$ cat src/rtl/spm_dma_pkg.sv
// Shared constants for the SPM DMA engine: default widths, FSM state encodings and transfer directions.
package spm_dma_pkg;

    localparam int unsigned DATASIZE     = 128;
    localparam int unsigned ADDRSIZE     = 20;
    localparam int unsigned EXT_ADDRSIZE = 32;
    localparam int unsigned LENSIZE      = 16;

    localparam int unsigned STATE_W = 4;
    typedef logic [STATE_W-1:0] state_t;

    localparam state_t S_IDLE    = 4'd0;
    localparam state_t S_ACQUIRE = 4'd1;
    localparam state_t S_LD_REQ  = 4'd2;
    localparam state_t S_LD_WAIT = 4'd3;
    localparam state_t S_LD_WR   = 4'd4;
    localparam state_t S_ST_RD   = 4'd5;
    localparam state_t S_ST_CAP  = 4'd6;
    localparam state_t S_ST_REQ  = 4'd7;
    localparam state_t S_RELEASE = 4'd8;
    localparam state_t S_DONE    = 4'd9;

    localparam logic DIR_LOAD  = 1'b0;
    localparam logic DIR_STORE = 1'b1;

endpackage

$ cat src/rtl/spm_dma_engine.sv
// DMA initiator on the scratchpad DMA port: moves word blocks between external memory and the SPM,
// holding the SPM port (CPU stalled) for the whole transfer.
module spm_dma_engine #(
    parameter int unsigned DATASIZE     = spm_dma_pkg::DATASIZE,
    parameter int unsigned ADDRSIZE     = spm_dma_pkg::ADDRSIZE,
    parameter int unsigned EXT_ADDRSIZE = spm_dma_pkg::EXT_ADDRSIZE,
    parameter int unsigned LENSIZE      = spm_dma_pkg::LENSIZE
) (
    input  logic                    clk,
    input  logic                    rst,
    input  logic                    cmd_valid,
    output logic                    cmd_ready,
    input  logic                    cmd_dir,
    input  logic [EXT_ADDRSIZE-1:0] cmd_ext_addr,
    input  logic [ADDRSIZE-1:0]     cmd_spm_addr,
    input  logic [LENSIZE-1:0]      cmd_len,
    output logic                    busy,
    output logic                    done,
    output logic                    dma_access,
    input  logic                    spm_stall,
    output logic                    dma_wr,
    output logic [ADDRSIZE-1:0]     dma_addr,
    output logic [DATASIZE-1:0]     dma_din,
    input  logic [DATASIZE-1:0]     dma_dout,
    output logic                    mem_req,
    output logic                    mem_we,
    output logic [EXT_ADDRSIZE-1:0] mem_addr,
    output logic [DATASIZE-1:0]     mem_wdata,
    input  logic                    mem_gnt,
    input  logic                    mem_rvalid,
    input  logic [DATASIZE-1:0]     mem_rdata
);
    import spm_dma_pkg::*;

    state_t                    state_q, state_d;
    logic                      dir_q, dir_d;
    logic [EXT_ADDRSIZE-1:0]   ext_ptr_q, ext_ptr_d;
    logic [ADDRSIZE-1:0]       spm_ptr_q, spm_ptr_d;
    logic [LENSIZE-1:0]        rem_q, rem_d;
    logic [DATASIZE-1:0]       data_q, data_d;

    logic                      cmd_ready_q, cmd_ready_d;
    logic                      busy_q, busy_d;
    logic                      done_q, done_d;
    logic                      dma_access_q, dma_access_d;
    logic                      dma_wr_q, dma_wr_d;
    logic [ADDRSIZE-1:0]       dma_addr_q, dma_addr_d;
    logic [DATASIZE-1:0]       dma_din_q, dma_din_d;
    logic                      mem_req_q, mem_req_d;
    logic                      mem_we_q, mem_we_d;
    logic [EXT_ADDRSIZE-1:0]   mem_addr_q, mem_addr_d;
    logic [DATASIZE-1:0]       mem_wdata_q, mem_wdata_d;

    logic                      last_c;

    assign last_c = (rem_q == LENSIZE'(1));

    // Next state plus datapath; outputs are decoded from the next state so they register in step with it.
    always_comb begin
        state_d   = state_q;
        dir_d     = dir_q;
        ext_ptr_d = ext_ptr_q;
        spm_ptr_d = spm_ptr_q;
        rem_d     = rem_q;
        data_d    = data_q;

        case (state_q)
            S_IDLE: begin
                if (cmd_valid) begin
                    dir_d     = cmd_dir;
                    ext_ptr_d = cmd_ext_addr;
                    spm_ptr_d = cmd_spm_addr;
                    rem_d     = cmd_len;
                    state_d   = (cmd_len == '0) ? S_DONE : S_ACQUIRE;
                end
            end
            S_ACQUIRE: begin
                if (spm_stall) begin
                    state_d = (dir_q == DIR_STORE) ? S_ST_RD : S_LD_REQ;
                end
            end
            S_LD_REQ: begin
                if (mem_gnt) begin
                    state_d = S_LD_WAIT;
                end
            end
            S_LD_WAIT: begin
                if (mem_rvalid) begin
                    data_d  = mem_rdata;
                    state_d = S_LD_WR;
                end
            end
            S_LD_WR: begin
                ext_ptr_d = ext_ptr_q + EXT_ADDRSIZE'(1);
                spm_ptr_d = spm_ptr_q + ADDRSIZE'(1);
                rem_d     = rem_q - LENSIZE'(1);
                state_d   = last_c ? S_RELEASE : S_LD_REQ;
            end
            S_ST_RD: begin
                state_d = S_ST_CAP;
            end
            S_ST_CAP: begin
                data_d  = dma_dout;
                state_d = S_ST_REQ;
            end
            S_ST_REQ: begin
                if (mem_gnt) begin
                    ext_ptr_d = ext_ptr_q + EXT_ADDRSIZE'(1);
                    spm_ptr_d = spm_ptr_q + ADDRSIZE'(1);
                    rem_d     = rem_q - LENSIZE'(1);
                    state_d   = last_c ? S_RELEASE : S_ST_RD;
                end
            end
            S_RELEASE: begin
                state_d = S_DONE;
            end
            S_DONE: begin
                state_d = S_IDLE;
            end
            default: begin
                state_d = S_IDLE;
            end
        endcase

        cmd_ready_d  = (state_d == S_IDLE);
        busy_d       = (state_d != S_IDLE);
        done_d       = (state_d == S_DONE);
        dma_access_d = (state_d != S_IDLE) && (state_d != S_DONE);
        dma_wr_d     = (state_d == S_LD_WR);
        dma_addr_d   = ((state_d == S_LD_WR) || (state_d == S_ST_RD)) ? spm_ptr_d : '0;
        dma_din_d    = (state_d == S_LD_WR) ? data_d : '0;
        mem_req_d    = (state_d == S_LD_REQ) || (state_d == S_ST_REQ);
        mem_we_d     = (state_d == S_ST_REQ);
        mem_addr_d   = mem_req_d ? ext_ptr_d : '0;
        mem_wdata_d  = mem_we_d ? data_d : '0;
    end

    always_ff @(posedge clk or negedge rst) begin
        if (!rst) begin
            state_q      <= S_IDLE;
            dir_q        <= DIR_LOAD;
            ext_ptr_q    <= '0;
            spm_ptr_q    <= '0;
            rem_q        <= '0;
            data_q       <= '0;
            cmd_ready_q  <= 1'b1;
            busy_q       <= 1'b0;
            done_q       <= 1'b0;
            dma_access_q <= 1'b0;
            dma_wr_q     <= 1'b0;
            dma_addr_q   <= '0;
            dma_din_q    <= '0;
            mem_req_q    <= 1'b0;
            mem_we_q     <= 1'b0;
            mem_addr_q   <= '0;
            mem_wdata_q  <= '0;
        end else begin
            state_q      <= state_d;
            dir_q        <= dir_d;
            ext_ptr_q    <= ext_ptr_d;
            spm_ptr_q    <= spm_ptr_d;
            rem_q        <= rem_d;
            data_q       <= data_d;
            cmd_ready_q  <= cmd_ready_d;
            busy_q       <= busy_d;
            done_q       <= done_d;
            dma_access_q <= dma_access_d;
            dma_wr_q     <= dma_wr_d;
            dma_addr_q   <= dma_addr_d;
            dma_din_q    <= dma_din_d;
            mem_req_q    <= mem_req_d;
            mem_we_q     <= mem_we_d;
            mem_addr_q   <= mem_addr_d;
            mem_wdata_q  <= mem_wdata_d;
        end
    end

    assign cmd_ready  = cmd_ready_q;
    assign busy       = busy_q;
    assign done       = done_q;
    assign dma_access = dma_access_q;
    assign dma_wr     = dma_wr_q;
    assign dma_addr   = dma_addr_q;
    assign dma_din    = dma_din_q;
    assign mem_req    = mem_req_q;
    assign mem_we     = mem_we_q;
    assign mem_addr   = mem_addr_q;
    assign mem_wdata  = mem_wdata_q;

endmodule

$ cat config.mk
export PLATFORM = sky130hd
export DESIGN_NAME = spm_dma_engine
export DESIGN_NICKNAME = d
export VERILOG_FILES = /design/src/rtl/spm_dma_pkg.sv /design/src/rtl/spm_dma_engine.sv
export SDC_FILE = /design/constraint.sdc
export NUM_CORES = 1
export LEC_CHECK = 0
export BUFFER_PORTS_ARGS = -buffer_cell sky130_fd_sc_hd__buf_2
export CAP_MARGIN = 20
export CELL_PAD_IN_SITES_DETAIL_PLACEMENT = 0
export CELL_PAD_IN_SITES_GLOBAL_PLACEMENT = 1
export CORE_MARGIN = 2
export CORE_UTILIZATION = 30
export DETAILED_ROUTE_END_ITERATION = 12
export MAX_ROUTING_LAYER = met4
export PLACE_DENSITY = 0.62
export SLEW_MARGIN = 10
export SYNTH_ARGS = -nofsm -noshare
export SYNTH_HDL_FRONTEND = slang
export SYNTH_SLANG_ARGS = --single-unit
$ cat constraint.sdc
create_clock -name clk -period 6.53 [get_ports clk]
set_input_delay 1.306 -clock clk [delete_from_list [all_inputs] [get_ports clk]]
set_output_delay 1.306 -clock clk [all_outputs]
set_load 0.01 [all_outputs]
# Yosys cells after proc, flatten, opt, wreduce, memory -nomap -nowiden
# Index checks and enable logic that the tools add are counted.
dict set report word_totals {
  elab_cells 72
  reg_bits 516
  in_bits 331
  out_inout_bits 315
}
dict set report op_classes {
  reduce_logical 10
  eq_ne 17
  mux 25
  add_sub_neg 3
}
# cell count
set op_table {}
lappend op_table {{$mux 128} 3}
lappend op_table {{$pmux 128 s2} 1}
lappend op_table {{$mux 32} 3}
lappend op_table {{$pmux 32 s3} 1}
lappend op_table {{$mux 20} 3}
lappend op_table {{$pmux 20 s3} 1}
lappend op_table {{$pmux 16 s3} 1}
lappend op_table {{$pmux 4 s9} 1}
lappend op_table {{$add 32x1->32 const B} 1}
lappend op_table {{$mux 16} 2}
lappend op_table {{$mux 4} 8}
lappend op_table {{$eq 4x3->1 const B} 7}
lappend op_table {{$add 20x1->20 const B} 1}
lappend op_table {{$eq 16x1->1 const B} 1}
lappend op_table {{$logic_not 16->1} 1}
lappend op_table {{$sub 16x1->16 const B} 1}
lappend op_table {{$eq 4x2->1 const B} 3}
lappend op_table {{$eq 4x4->1 const B} 2}
lappend op_table {{$logic_not 4->1} 2}
lappend op_table {{$eq 4x1->1 const B} 1}
lappend op_table {{$ne 2x2->1 const B} 2}
lappend op_table {{$ne 4x4->1 const B} 1}
lappend op_table {{$reduce_bool 4->1} 1}
lappend op_table {{$mux 3} 1}
lappend op_table {{other kinds (5)} 6}

# Logic depth before layout (Yosys ltp)
# Gate-level depths: netlist of run 1.
dict set report logic_depth {
  depth_word 7
  ltp_mapped 10
  mapped_depth_nobuf 7
}

# Worst setup path after synthesis of run 1
# No wires, ideal clock.
dict set report synth_path {
  path_type {input port to flip-flop}
  from {input port mem_gnt}
  to {register rem_q[6]}
  required_time_ns 6.409
  t_arrival_ns 2.537
  cell_stages 7
  path_buffers 3
  slack_ns 3.872
  path_cell_list {and4_1 -> a211oi_1 -> buf_2 -> buf_2 -> buf_2 -> a21oi_1 -> o22a_1}
}
dict set report synth_between {
  elab_chain_len 2
}
# item line_no
set synth_lines {}
lappend synth_lines {{start, declared} spm_dma_engine.sv:29} ;# input logic mem_gnt,
lappend synth_lines {{$ne 2x2->1 (no line)} -}
lappend synth_lines {{$reduce_and 3->1 (no line)} -}
lappend synth_lines {{end signal, assigned} spm_dma_engine.sv:162} ;# rem_q <= rem_d;
lappend synth_lines {{end, declared} spm_dma_engine.sv:39} ;# logic [LENSIZE-1:0] rem_q, rem_d;
# No other way between the ends.
# A chain may end at the register's enable or synchronous reset.

# Worst setup path in the final report of run 1
dict set report layout_path {
  from {register state_q[1]}
  to {register mem_wdata_q[17], in the netlist mem_wdata[17]}
}
dict set report layout_between {
  word_cells_on_any_way 18
  classes_between {eq/ne: 9; mux: 8; reduce/logical: 1}
}
# item line_no
set layout_rtl {}
lappend layout_rtl {{start, declared} spm_dma_engine.sv:35} ;# state_t state_q, state_d;
lappend layout_rtl {{start signal, assigned} spm_dma_engine.sv:158} ;# state_q <= state_d;
lappend layout_rtl {{$eq 4x3->1 or $eq 4x2->1 (tied branches)} spm_dma_engine.sv:67} ;# case (state_q)
lappend layout_rtl {{$pmux 128 s2 (*)} spm_dma_engine.sv:67}
lappend layout_rtl {{net data_d[17]} spm_dma_engine.sv:40} ;# logic [DATASIZE-1:0] data_q, data_d;
lappend layout_rtl {{$mux 128 (*)} spm_dma_engine.sv:135} ;# mem_wdata_d = mem_we_d ? data_d : '0;
lappend layout_rtl {{net mem_wdata_d[17]} spm_dma_engine.sv:52} ;# logic [DATASIZE-1:0] mem_wdata_q, mem_wdata_d;
lappend layout_rtl {{end signal, assigned} spm_dma_engine.sv:174} ;# mem_wdata_q <= mem_wdata_d;
lappend layout_rtl {{end, declared} spm_dma_engine.sv:52}
# Mark *: on every way through the listed nets, which the timed path passes. The rest lies on a longest branch.

==> results of run 1 <==
==> worst max-delay path by stage <==
| stage | end | slack [ns] | start | depth (start not counted) |
|---|---|---|---|---|
| floorplan | rem_q[6] | 3.87 | mem_gnt | 7 |
| global placement | mem_wdata[23] | 2.62 | mem_rvalid | 6 |
| detailed placement | mem_wdata[32] | 2.55 | mem_rvalid | 6 |
| CTS | mem_addr[11] | 3.03 | rem_q[4] | 6 |
| global route | mem_addr[11] | 2.76 | rem_q[4] | 6 |
| finish | mem_wdata[17] | 3.10 | state_q[1] | 6 |
==> metal layers <==
metal,share of wire,vias up,track usage
met5,0,-,-
li1,-,6831,-
met3,0.073,105,0.0559
met1,0.40,7602,0.255
met4,0.037,0,0.0776
met2,0.49,552,0.357
==> registers in the layout (all words and copies together), names as in the netlist <==
signal,count
dma_din,128
dir_q,1
cmd_ready,1
dma_wr,1
dma_access,1
rem_q,16
mem_addr,32
state_q,4
mem_req,1
dma_addr,20
mem_wdata,128
mem_we,1
done,1
spm_ptr_q,20
ext_ptr_q,32
busy,1
data_q,128
==> critical path, delay by kind of cell, from the launching register on <==
family	cells	cell delay, ns
buffers and inverters	1	0.86
AO/OA/AOI/OAI	1	0.31
AND/OR/NAND/NOR	4	1.50
flip-flops	1	0.53
==> cells in the final DEF (no fill, tap or decap), types with 5 or more instances in the layout <==
cell	synthesis	layout
a21boi_0	9	9
a22oi_1	19	19
o211ai_1	6	6
a32oi_1	16	16
buf_4	2	13
a221o_1	145	145
buf_2	32	644
nor4_1	14	14
clkbuf_8	0	12
and4_1	5	5
nand2b_1	6	6
a21oi_1	29	28
a21o_1	7	6
or3_1	9	9
diode_2	0	18
or4_1	12	12
dfrtp_1	515	515
inv_1	19	19
and3_1	16	16
o21a_1	6	6
nor3b_1	9	9
clkbuf_16	0	56
clkbuf_1	58	21
nand3_1	52	52
and2_1	136	136
nor2_1	39	38
mux2i_1	6	6
o21ai_0	42	42
nor2b_1	143	143
a31oi_1	14	14
nand4_1	11	11
nor3_1	26	26
nand2_1	60	60
==> cell type report <==
class / count / area (sq um) / share of cell area
Tap cell: 855 / 1070 / 0.0421
Timing Repair Buffer: 661 / 3400 / 0.134
Clock inverter: 10 / 145 / 0.00572
Sequential cell: 516 / 12900 / 0.509
Multi-Input combinational cell: 897 / 6110 / 0.241
Antenna cell: 18 / 45.0 / 0.00177
Inverter: 19 / 71.3 / 0.00281
Clock buffer: 89 / 1650 / 0.0648
==> power by group through the flow <==
stage / clock network, mW / registers [mW] / logic (mW)
final: 3.11 / 4.95 / 4.46
after global routing: 3.33 / 5.08 / 4.85
after detailed placement: 0 / 4.99 / 4.52
after global placement: 0 / 5.00 / 4.43
after CTS: 3.19 / 4.95 / 4.55
after floorplan: 0 / 5.13 / 2.43
==> cells by family after synthesis <==
family | synth area share
AOI/OAI and AO/OA | 0.140
adders and majority gates | 0.00257
buffers and inverters | 0.0271
DFF | 0.662
muxes | 0.00308
and+or+nand+nor | 0.165
==> stage by stage <==
stage | instances | setup WS (ns) | total power [mW] | utilization
final | 3065 | 3.10 | 12.5 | 0.395
after global routing | 3062 | 2.76 | 13.3 | 0.395
after CTS | 3047 | 3.03 | 12.7 | 0.394
after detailed placement | 2948 | 2.55 | 9.52 | 0.366
after global placement | 2948 | 2.62 | 9.42 | 0.366
after floorplan | 1533 | 3.87 | 7.56 | -
==> summary.md, run 1 <==
| Metric | Value |
|---|---|
| Final instance area | `25400 sq um` |
| Synthesized flop and latch total | `516` |
| Reg2reg end | `mem_wdata[17]` |
| Number of enable flip-flop cells after synthesis | `0` |
| Die span in y | `259 microns` |
| Net Sw Power | `4.65 mW` |
| Hold Path Cell Cnt | `1` |
| Buffers added on ports | `645` |
| Hold buffer count at CTS | `0` |
| Post-DP HPWL | `51700 microns` |
| Post-synthesis sequential area ratio | `0.662` |
| Leading area contributor after synthesis | `dfrtp_1` |
| CTS tree | `yes` |
| Antenna violations before repair | `16` |
| Hold crit path type | `reg2reg` |
| Fill cells | `between 6000 and 7000` |
| Insertion delay to the later sink of the worst-skew pair | `0.61 ns` |
| Post-Syn Area per Cell | `12.7 sq um` |
| Max_slew headroom | `0.271` |
| DRT Pass-1 Iters | `5` |
| H-tree depth | `2` |
| Pin count of the biggest net entering global routing | `roughly 170` |
| Setup Skew | `between 0.02 and 0.03 ns` |
| CTS resizes | `0` |
| Required time worst endpoint | `7.05 ns` |
| Wire per inst | `23.5 microns` |
| Synth unique cells | `68` |
| Leakage | `between 10 and 15 nW` |
| Drt via density | `4.92` |
| Effective utilization at floorplan | `0.303` |
| Die W | `~260 microns` |
| Count leader, synth | `dfrtp_1` |
| Layout area overhead | `30.2%` |
| Die Area | `67100 sq um` |
| Peak supply drop | `between 0.0003 and 0.0004 V` |
| Hold wc startpoint | `data_q[66]` |
| Final period util | `0.526` |
| Final Hold Violating Endpoints | `0` |
| Setup Buffers After CTS | `0` |
| Vias in the first global route | `15500` |
| Layout cells sized above 1 | `0.346` |
| Top cells by area, synth | `dfrtp_1, a221o_1, nor2b_1` |
| R2R Setup Slk | `3.10 ns` |
| Post-Syn Nets | `approximately 1900` |
| DRC viols | `0` |
| Tot GR Track Use | `0.216` |
| Combinational share of power | `0.356` |
| R2r startpoint | `state_q[1]` |
| Clock Power Share | `0.248` |
| RSZ-0062 raised after global routing | `false` |
| Worst-Margin Slew | `~1.1 ns` |
| First-pass GRT wire length | `105000 microns` |
| Crit path top cell by count | `nor2b_1` |
| Crit end category | `flip-flop` |
| # nets final | `between 2000 and 2500` |
| Hold path endpoint | `data_q[66]` |
| Cell area after synthesis | `19500 sq um` |
| Pwr Density | `493 nW/um^2` |
| Main flop type after synthesis | `dfrtp_1` |
| Cell row count | `between 90 and 100` |
| Internal power | `between 7 and 8 mW` |
| CP max-delay cell | `buf_4` |
| Slew Limit Fails | `0` |
| CTS Buf Count | `56` |
| First-iteration detailed-routing DRC count | `1163` |
| Critical-path cell list | `nor2b_1 > and3b_4 > nor2_4 > buf_4 > a221o_1 > nor2b_1` |
| CP max stage delay | `between 0.8 and 0.9 ns` |
| Final WL | `72100 microns` |
| DP Area | `23600 sq um` |
| Setup violations, final | `0` |
| Clock tree root driver cell | `clkbuf_16` |
| Critical path class | `reg2reg` |
| Share of power burned in registers | `0.395` |
| Vias | `between 15000 and 20000` |
| CP arrival | `3.95 ns` |
| R2R cell count | `6` |
| Min Hold Slack | `0.503 ns` |
| Setup TNS | `0 ns` |
| Core area | `roughly 64000 sq um` |
| Post-synth ARST share | `1.00` |
| F_max | `roughly 0.29 GHz` |
| Yosys Warn Count | `0` |
| Sw Share | `0.371` |
| Cells after Synth | `1533` |
| Gpl congestion | `between 0.9 and 1` |
| CTS sink cnt | `516` |
| Fin crit period | `roughly 3.4 ns` |
| I/O pins | `between 600 and 700` |
| Post-route ant nets | `0` |
| # Max-Cap Violations | `0` |
| Most frequent cells after synthesis | `dfrtp_1, a221o_1, nor2b_1, and2_1, nand2_1` |
| Yosys top cell area share | `0.661` |
| Setup crit start kind | `flip-flop` |
| Grt ovf | `0` |
| CTS max path bufs | `3` |
| Reg clk slew, reported paths | `0.06 ns` |
| Crit path max fanout | `77` |
| Status | `complete, no violations` |
Note: power is estimated with default switching activity, not from simulation.
==> inputs of run 2 (changes only) <==
--- a/config.mk
+++ b/config.mk
@@ -5,6 +5,7 @@
 export SDC_FILE = /design/constraint.sdc
 export NUM_CORES = 1
 export LEC_CHECK = 0
+export ABC_AREA = 1
 export BUFFER_PORTS_ARGS = -buffer_cell sky130_fd_sc_hd__buf_2
 export CAP_MARGIN = 20
 export CELL_PAD_IN_SITES_DETAIL_PLACEMENT = 0
@@ -13,7 +14,7 @@
 export CORE_UTILIZATION = 30
 export DETAILED_ROUTE_END_ITERATION = 12
 export MAX_ROUTING_LAYER = met4
-export PLACE_DENSITY = 0.62
+export PLACE_DENSITY = 0.67
 export SLEW_MARGIN = 10
 export SYNTH_ARGS = -nofsm -noshare
 export SYNTH_HDL_FRONTEND = slang
==> constraint.sdc (replaced) <==
create_clock -name clk -period 2.95 [get_ports clk]
set_input_delay 0.59 -clock clk [delete_from_list [all_inputs] [get_ports clk]]
set_output_delay 0.59 -clock clk [all_outputs]
set_load 0.01 [all_outputs]
==> summary.md, run 2 <==
| Metric | Value |
|---|---|
| Grt ovf | `0 (unchanged)` |
| Top cells by area, synth | `dfrtp_1, inv_1, nor2_1 (was dfrtp_1, a221o_1, nor2b_1)` |
| Inst Count DP | `3755 (was 2948)` |
| R2r startpoint | `state_q[0] (was state_q[1])` |
| Reg2reg end | `mem_wdata[3] (was mem_wdata[17])` |
| Clock tree root driver cell | `clkbuf_16 (unchanged)` |
| Crit path max fanout | `39 (was 77)` |
| Pin count of the biggest net entering global routing | `129 (was 166)` |
| CP arrival | `3.19 ns (was 3.95 ns)` |
| Effective utilization at floorplan | `0.302 (was 0.303)` |
| Final WL | `71400 microns (was 72100 microns)` |
| Gpl congestion | `0.885 (was 0.928)` |
| Final period util | `0.902 (was 0.526)` |
| Hold wc startpoint | `mem_rdata[91] (was data_q[66])` |
| Reg clk slew, reported paths | `0.06 ns (about the same)` |
| Total power | `27.8 mW (was 12.5 mW)` |
| Core area | `68300 sq um (was 64300 sq um)` |
| Commonest non-fill, non-tap cells in the layout | `buf_2, dfrtp_1, inv_1 (was buf_2, dfrtp_1, a221o_1)` |
| CTS max path bufs | `3 (unchanged)` |
| Most common cell after layout, fill and taps aside | `buf_2 (unchanged)` |
| CTS sink cnt | `516 (unchanged)` |
| Buffers added on ports | `645 (unchanged)` |
| Die Area | `70800 sq um (was 67100 sq um)` |
| Critical path class | `reg2reg (unchanged)` |
| DRC viols | `0 (unchanged)` |
| # nets final | `3269 (was 2486)` |
| Layout area overhead | `31.5% (was 30.2%)` |
| Final Hold Violating Endpoints | `0 (unchanged)` |
| DRT Pass-1 Iters | `5 (unchanged)` |
| First-pass GRT wire length | `107000 microns (was 105000 microns)` |
| Yosys top cell area share | `0.625 (was 0.661)` |
| Peak supply drop | `0.000504 V (was 0.000315 V)` |
| R2R cell count | `8 (was 6)` |
| Status | `complete, no violations (unchanged)` |
| Setup Skew | `0.0230 ns (was 0.0279 ns)` |
| Fin crit period | `2.66 ns (was 3.43 ns)` |
| CTS Buf Count | `58 (was 56)` |
| Slew Limit Fails | `0 (unchanged)` |
| # Max-Cap Violations | `0 (unchanged)` |
| CTS tree | `yes (unchanged)` |
| Layout cells sized above 1 | `0.271 (was 0.346)` |
| Min Hold Slack | `0.185 ns (was 0.503 ns)` |
| Cell row count | `96 (was 93)` |
| Setup TNS | `0 ns (unchanged)` |
| Post-route ant nets | `0 (unchanged)` |
| Wire per inst | `18.4 microns (was 23.5 microns)` |
| Insertion delay to the later sink of the worst-skew pair | `0.62 ns (was 0.61 ns)` |
| Hold crit path type | `in2reg (was reg2reg)` |
| Max_slew headroom | `0.303 (was 0.271)` |
| Final Non-Filler Cells | `3884 (was 3065)` |
| Most frequent cells after synthesis | `dfrtp_1, inv_1, nor2_1, nand2_1, a211oi_1 (was dfrtp_1, a221o_1, nor2b_1, and2_1, nand2_1)` |
| Hold path endpoint | `dma_din[91] (was data_q[66])` |
| Cells after Synth | `2268 (was 1533)` |
| Synthesized flop and latch total | `516 (unchanged)` |
| R2R Setup Slk | `0.29 ns (was 3.10 ns)` |
| Main flop type after synthesis | `dfrtp_1 (unchanged)` |
| CTS resizes | `0 (unchanged)` |
| Setup crit start kind | `flip-flop (unchanged)` |
| Pwr Density | `1030 nW/um^2 (was 493 nW/um^2)` |
| Post-DP HPWL | `52700 microns (was 51700 microns)` |
| RSZ-0062 raised after global routing | `false (unchanged)` |
| Worst-Margin Slew | `1.05 ns (was 1.09 ns)` |
| Die W | `266 microns (was 259 microns)` |
| Leakage | `16.1 nW (was 12.9 nW)` |
| First-iteration detailed-routing DRC count | `1027 (was 1163)` |
| Tot GR Track Use | `0.204 (was 0.216)` |
| Synth unique cells | `40 (was 68)` |
| Die span in y | `266 microns (was 259 microns)` |
| Antenna violations before repair | `18 (was 16)` |
| Drt via density | `4.47 (was 4.92)` |
| Setup violations, final | `0 (unchanged)` |
| Post-synthesis sequential area ratio | `0.626 (was 0.662)` |
| Post-Syn Area per Cell | `9.09 sq um (was 12.7 sq um)` |
| Post-synth ARST share | `1.00 (unchanged)` |
| Leading area contributor after synthesis | `dfrtp_1 (unchanged)` |
| Vias | `17400 (was 15100)` |
| Crit end category | `flip-flop (unchanged)` |
| Yosys Warn Count | `0 (unchanged)` |
| Count leader, synth | `dfrtp_1 (unchanged)` |
| H-tree depth | `2 (unchanged)` |
| I/O pins | `646 (unchanged)` |
| Post-Syn Nets | `2603 (was 1868)` |
| Fill cells | `6995 (was 6326)` |
| Cell area after synthesis | `20600 sq um (was 19500 sq um)` |
| Number of enable flip-flop cells after synthesis | `0 (unchanged)` |
| Vias in the first global route | `18200 (was 15500)` |
| Hold Path Cell Cnt | `3 (was 1)` |
| F_max | `0.376 GHz (was 0.291 GHz)` |
| Required time worst endpoint | `3.48 ns (was 7.05 ns)` |
[run 2: layer usage]
| metal | vias up | track usage | part of all wire |
|---|---|---|---|
| met5 | - | - | 0 |
| met4 | 0 | 0.0694 | 0.029 |
| met3 | 107 | 0.0499 | 0.068 |
| met2 | 560 | 0.328 | 0.48 |
| met1 | 8439 | 0.251 | 0.42 |
| li1 | 8250 | - | - |
[run 2: critical path, stage by stage (launching register included)]
cell      delay, ns
dfrtp_1        0.44
nand2_1        0.18
nor2_1         0.11
nand2_4        0.09
inv_2          0.05
a21oi_4        0.73
buf_4          0.57
a211oi_1       0.18
nor2_1         0.17
[run 2: area by class of cell]
cell class	instances	area, sq um	share of cell area
clock inverter	27	325	0.0120
clock buffer	83	1680	0.0618
tap	882	1100	0.0407
inverter	495	1860	0.0685
timing repair buffer	691	3740	0.138
multi-input combinational	1172	5470	0.202
sequential	516	12900	0.476
antenna	18	45.0	0.00166
[run 2: cells by family after synthesis]
kind of cell	count (synthesis)	synth area share
AO/OA/AOI/OAI	270	0.0844
XOR/XNOR	7	0.00297
adder cells (fa/ha/maj)	4	0.00243
buffers and inverters	580	0.110
flip-flops	516	0.626
AND/OR/NAND/NOR	891	0.173
[run 2: power breakdown]
part / internal, mW / total (mW) / switching [mW]
Combinational: 3.20 / 9.78 / 6.59
Clock: 4.42 / 7.46 / 3.04
Sequential: 9.46 / 10.6 / 1.10
Total: 17.1 / 27.8 / 10.7
[run 2: worst max path at each step]
stage	from	endpoint	slack [ns]
after floorplan	state_q[2]	mem_wdata[103]	1.22
after global placement	mem_rvalid	mem_wdata[49]	0.33
after detailed placement	mem_rvalid	mem_wdata[3]	0.22
after CTS	state_q[0]	mem_wdata[3]	0.21
after global routing	state_q[0]	mem_wdata[3]	0.07
final	state_q[0]	mem_wdata[3]	0.29
[run 2: repair_timing]
| action | 4_1_cts | 5_1_grt |
|---|---|---|
| endpoints found under the hold margin | 56 | 0 |
| hold buffers | 1 | 0 |
| buffers inserted | 0 | 0 |
[run 2: per-stage QoR]
step / utilization / worst slack, ns / cell area (sq um)
after floorplan: - / 1.22 / 20600
after global placement: 0.367 / 0.327 / 25100
after detailed placement: 0.367 / 0.217 / 25100
after CTS: 0.396 / 0.207 / 27100
after global routing: 0.397 / 0.0701 / 27100
final: 0.397 / 0.290 / 27100
